===== src/rtl/mem_initiator.sv =====
// Memory-bus initiator: arbitrates fetch vs load/store and runs one memory access at a time (build option ROUND_ROBIN_EN).
// Latency: read ack 3 cycles after the sampling edge, write ack 2 cycles; all outputs registered.
// Backpressure: requests are level-held until ack; new requests are only sampled in IDLE.
module mem_initiator #(
    parameter int adressBusWidth   = 12,
    parameter int instructionWidth = 32
) (
    input  logic                        clk,
    input  logic                        clear_n,
    input  logic                        f_req,
    input  logic [adressBusWidth-1:0]   f_addr,
    output logic                        f_ack,
    input  logic                        d_req,
    input  logic                        d_we,
    input  logic [adressBusWidth-1:0]   d_addr,
    input  logic [instructionWidth-1:0] d_wdata,
    output logic                        d_ack,
    output logic [instructionWidth-1:0] rdata,
    output logic                        busy,
    output logic                        memRead,
    output logic                        memWrite,
    output logic [adressBusWidth-1:0]   address,
    output logic [instructionWidth-1:0] writeData,
    input  logic [instructionWidth-1:0] memData
);

    typedef enum logic [2:0] {
        IDLE   = 3'd0,
        RD     = 3'd1,
        RD_CAP = 3'd2,
        WR     = 3'd3,
        RESP   = 3'd4
    } state_t;

    localparam logic PORT_F = 1'b0;
    localparam logic PORT_D = 1'b1;

    state_t                      state_q, state_d;
    logic                        grant_q, grant_d;
    logic                        last_grant_q, last_grant_d;
    logic                        mem_read_q, mem_read_d;
    logic                        mem_write_q, mem_write_d;
    logic [adressBusWidth-1:0]   addr_q, addr_d;
    logic [instructionWidth-1:0] wdata_q, wdata_d;
    logic [instructionWidth-1:0] rdata_q, rdata_d;
    logic                        f_ack_q, f_ack_d;
    logic                        d_ack_q, d_ack_d;
    logic                        busy_q, busy_d;
    logic                        pick_data;

    always_comb begin
`ifdef ROUND_ROBIN_EN
        // On contention, serve whichever port did not win last time
        if (d_req && f_req) begin
            pick_data = (last_grant_q == PORT_F);
        end else begin
            pick_data = d_req;
        end
`else
        pick_data = d_req;
`endif
    end

    always_comb begin
        state_d      = state_q;
        grant_d      = grant_q;
        last_grant_d = last_grant_q;
        mem_read_d   = 1'b0;
        mem_write_d  = 1'b0;
        addr_d       = addr_q;
        wdata_d      = wdata_q;
        rdata_d      = rdata_q;
        f_ack_d      = 1'b0;
        d_ack_d      = 1'b0;
        case (state_q)
            IDLE: begin
                if (d_req || f_req) begin
                    if (pick_data) begin
                        grant_d = PORT_D;
                        addr_d  = d_addr;
                        if (d_we) begin
                            wdata_d     = d_wdata;
                            mem_write_d = 1'b1;
                            state_d     = WR;
                        end else begin
                            mem_read_d = 1'b1;
                            state_d    = RD;
                        end
                    end else begin
                        grant_d    = PORT_F;
                        addr_d     = f_addr;
                        mem_read_d = 1'b1;
                        state_d    = RD;
                    end
                end
            end
            RD: begin
                state_d = RD_CAP;
            end
            RD_CAP: begin
                // Memory registered its output at the end of RD; it is valid now
                rdata_d = memData;
                f_ack_d = (grant_q == PORT_F);
                d_ack_d = (grant_q == PORT_D);
                state_d = RESP;
            end
            WR: begin
                f_ack_d = (grant_q == PORT_F);
                d_ack_d = (grant_q == PORT_D);
                state_d = RESP;
            end
            RESP: begin
                last_grant_d = grant_q;
                state_d      = IDLE;
            end
            default: begin
                state_d = IDLE;
            end
        endcase
        busy_d = (state_d != IDLE);
    end

    always_ff @(posedge clk or negedge clear_n) begin
        if (!clear_n) begin
            state_q      <= IDLE;
            grant_q      <= PORT_F;
            last_grant_q <= PORT_F;
            mem_read_q   <= 1'b0;
            mem_write_q  <= 1'b0;
            addr_q       <= '0;
            wdata_q      <= '0;
            rdata_q      <= '0;
            f_ack_q      <= 1'b0;
            d_ack_q      <= 1'b0;
            busy_q       <= 1'b0;
        end else begin
            state_q      <= state_d;
            grant_q      <= grant_d;
            last_grant_q <= last_grant_d;
            mem_read_q   <= mem_read_d;
            mem_write_q  <= mem_write_d;
            addr_q       <= addr_d;
            wdata_q      <= wdata_d;
            rdata_q      <= rdata_d;
            f_ack_q      <= f_ack_d;
            d_ack_q      <= d_ack_d;
            busy_q       <= busy_d;
        end
    end

    assign memRead   = mem_read_q;
    assign memWrite  = mem_write_q;
    assign address   = addr_q;
    assign writeData = wdata_q;
    assign rdata     = rdata_q;
    assign f_ack     = f_ack_q;
    assign d_ack     = d_ack_q;
    assign busy      = busy_q;

endmodule


===== config.mk =====
export PLATFORM = sky130hd
export DESIGN_NAME = mem_initiator
export DESIGN_NICKNAME = d
export VERILOG_FILES = /design/src/rtl/mem_initiator.sv
export SDC_FILE = /design/constraint.sdc
export NUM_CORES = 1
export LEC_CHECK = 0
export ABC_CLOCK_PERIOD_IN_PS = 3200
export BUFFER_PORTS_ARGS = -buffer_cell sky130_fd_sc_hd__clkbuf_2
export CORE_ASPECT_RATIO = 0.8
export CORE_MARGIN = 5
export CORE_UTILIZATION = 30
export CTS_CLUSTER_DIAMETER = 50
export DETAILED_ROUTE_END_ITERATION = 8
export PLACE_DENSITY = 0.59
export SLEW_MARGIN = 10
export SYNTH_ARGS = -nofsm -noshare
export SYNTH_HDL_FRONTEND = slang
export SYNTH_SLANG_ARGS = --single-unit

===== constraint.sdc =====
create_clock -name clk -period 3.2 [get_ports clk]
set_clock_uncertainty 0.05 [all_clocks]
set_input_delay 0.32 -clock clk [delete_from_list [all_inputs] [get_ports clk]]
set_output_delay 0.32 -clock clk [all_outputs]
set_load 0.02 [all_outputs]

==> results.tsv <==
metric	value	unit
synthesis.area	3430	µm²
grt_max_degree	86	
worst_pin_slew	794	ps
synthTopCellsByArea	dfrtp_1 (62%), mux2_2 (19%), mux2_4 (13%)	
port_buffers	173	
holdWs	-44.5	ps
crit_fanout	18	
clockBufferDepth	2	
switching_power	1.92	mW
dieArea	13700	µm²
nNetsFinal	467	
syn_inst	198	
p_total	5.28	mW
ys_seq_area_frac	0.619	
relSlewSlack	0.470	
combPwrFrac	0.432	
p_int	3.36	mW
outcome	finished, violations left	
design.core.area	11300	µm²
track_usage	0.115	
yosys_warnings	0	
antenna_found_initial	0	
grt_pass1_wl	12400	µm
cts_setup_buffers	0	
drtAntennaViolNets	0	
setup_viol	0	
post-route-min-period	2180	ps
yosysMostFrequentCell	dfrtp_1	
postPlaceCellArea	4390	µm²
fin_cells	527	
r2r_cells	4	
dr.pass1.iters	4	
gr-total-overflow	0	
finish.instance_area	4710	µm²
synthTopCellsByCount	dfrtp_1 (85), mux2_2 (57), mux2_4 (29)	
antennaDiodeCount	0	
setup_ws	1020	ps
min-delay-path-class	input port to async pin	
startpoint	state_q[2]	
drive_gt1_frac	0.734	
filler_cell_count	1095	
grt_pass1_vias	2372	
die_x	130	µm
numCtsBuffers	9	
end_kind	register	
synthDominantAreaCellType	dfrtp_1	
syn-num-nets	291	
cp.arrival	2340	ps
regArea	2130	µm²
synth_cell_types	21	
synthArstFlopShare	1.00	
violations	hold timing	
dp.cells	511	
place_ws	925	ps
synth_top_area_frac	0.619	
synth_seq_cells	85	
pwr-share-seq	0.362	
sw_frac_of_total	0.364	
via_per_inst	4.27	
path_clk_slew	60	ps
cts_resized	0	
syn2layout_area_growth	37.0	%
max_freq	0.458	GHz
root_buffer	clkbuf_16	
finalHoldViolations	22	
cp.required	3360	ps
regToRegSetupSlack	1020	ps
fin_crit_sh	0.683	
synth-edff-count	0	
final_core_util	0.415	
htreeDepth	3	
syn_area_per_cell	17.3	µm²
vdd_drop_max	0.372	mV
path_class	register to register	
drc	0	
multi_input_area	1190	µm²
clkPwrFrac	0.206	
cts_tree	built	
clkLatencyLatePin	330	ps
worstReg2RegStart	state_q[2]	
maxCapViolations	0	
die_h	106	µm
rsz0062_at_grt	false	
r2r-end	writeData[12]	
startpoint_type	register	
globalplace.congestion	0.663	
initial_utilization	0.303	
drtIter0Drc	63	
detail_route.wirelength	7740	µm
synthFlopType	dfrtp_1	
avgRoutedWirePerCell	14.7	µm
fp-row-count	35	
p_leak	2.38	nW
finalMaxSlewViolations	0	
dr_total_vias	2249	
dpl.hpwl	5660	µm
clkSinkCount	85	
powerDensity	1120	nW/µm²
tns	0	ps
ios	174	
ctsHoldBuffers	0	
## metal layers
| metal | share of wire | vias to the layer above | global-route usage |
|---|---|---|---|
| li1 | - | 1043 | - |
| met2 | 0.49 | 93 | 0.177 |
| met4 | 0.0068 | 0 | 0.0245 |
| met1 | 0.42 | 1108 | 0.149 |
| met5 | 0 | - | 0 |
| met3 | 0.090 | 5 | 0.0532 |
## how the worst max path moves through the flow
stage | to | slack [ps]
detailed placement | writeData[12] | 930
floorplan | writeData[0] | 1650
global route | writeData[19] | 900
finish | writeData[12] | 1020
global placement | writeData[17] | 990
CTS | writeData[12] | 990
## worst max-delay path, cell delays in order (launching register included)
cell and delay (ps):
dfrtp_1 420, nor3_4 250, and3_2 590, buf_4 400
mux2_4 340
## cells by family (layout without fill, tap and decap cells)
group | Yosys count | in the layout | share of synthesized area
simple gates | 9 | 9 | 0.0179
compound gates | 4 | 4 | 0.00802
flops | 85 | 85 | 0.619
buf+inv | 12 | 193 | 0.0346
mux | 88 | 88 | 0.320
## placed cells by master, fill, tap and decap left out, types with 2 or more instances in the layout
master,instances
bufinv_16,2
a21oi_1,2
dfrtp_1,85
inv_1,2
clkbuf_1,3
clkbuf_16,9
mux2_1,2
mux2_2,57
mux2_4,29
clkbuf_2,172
buf_4,2
## state kept, by name, indices dropped and copies added, names as in the netlist
register,count
address,12
busy,1
d_ack,1
f_ack,1
grant_q,1
memRead,1
memWrite,1
rdata,32
state_q,3
writeData,32
## layout make-up
type,count,area share
sequential,85,0.452
multi-input combinational,101,0.253
timing repair buffer,175,0.189
clock buffer,12,0.0503
tap,148,0.0394
clock inverter,4,0.0154
inverter,2,0.00160
## power groups by stage
stage	clock, mW	sequential [mW]	combinational, mW
finish	1.09	1.91	2.28
floorplan	0	2.55	0.957
CTS	1.13	1.92	2.33
global route	1.18	1.99	2.43
detailed placement	0	1.92	2.33
global placement	0	1.91	2.29
Power figures use the tool's default switching activity.
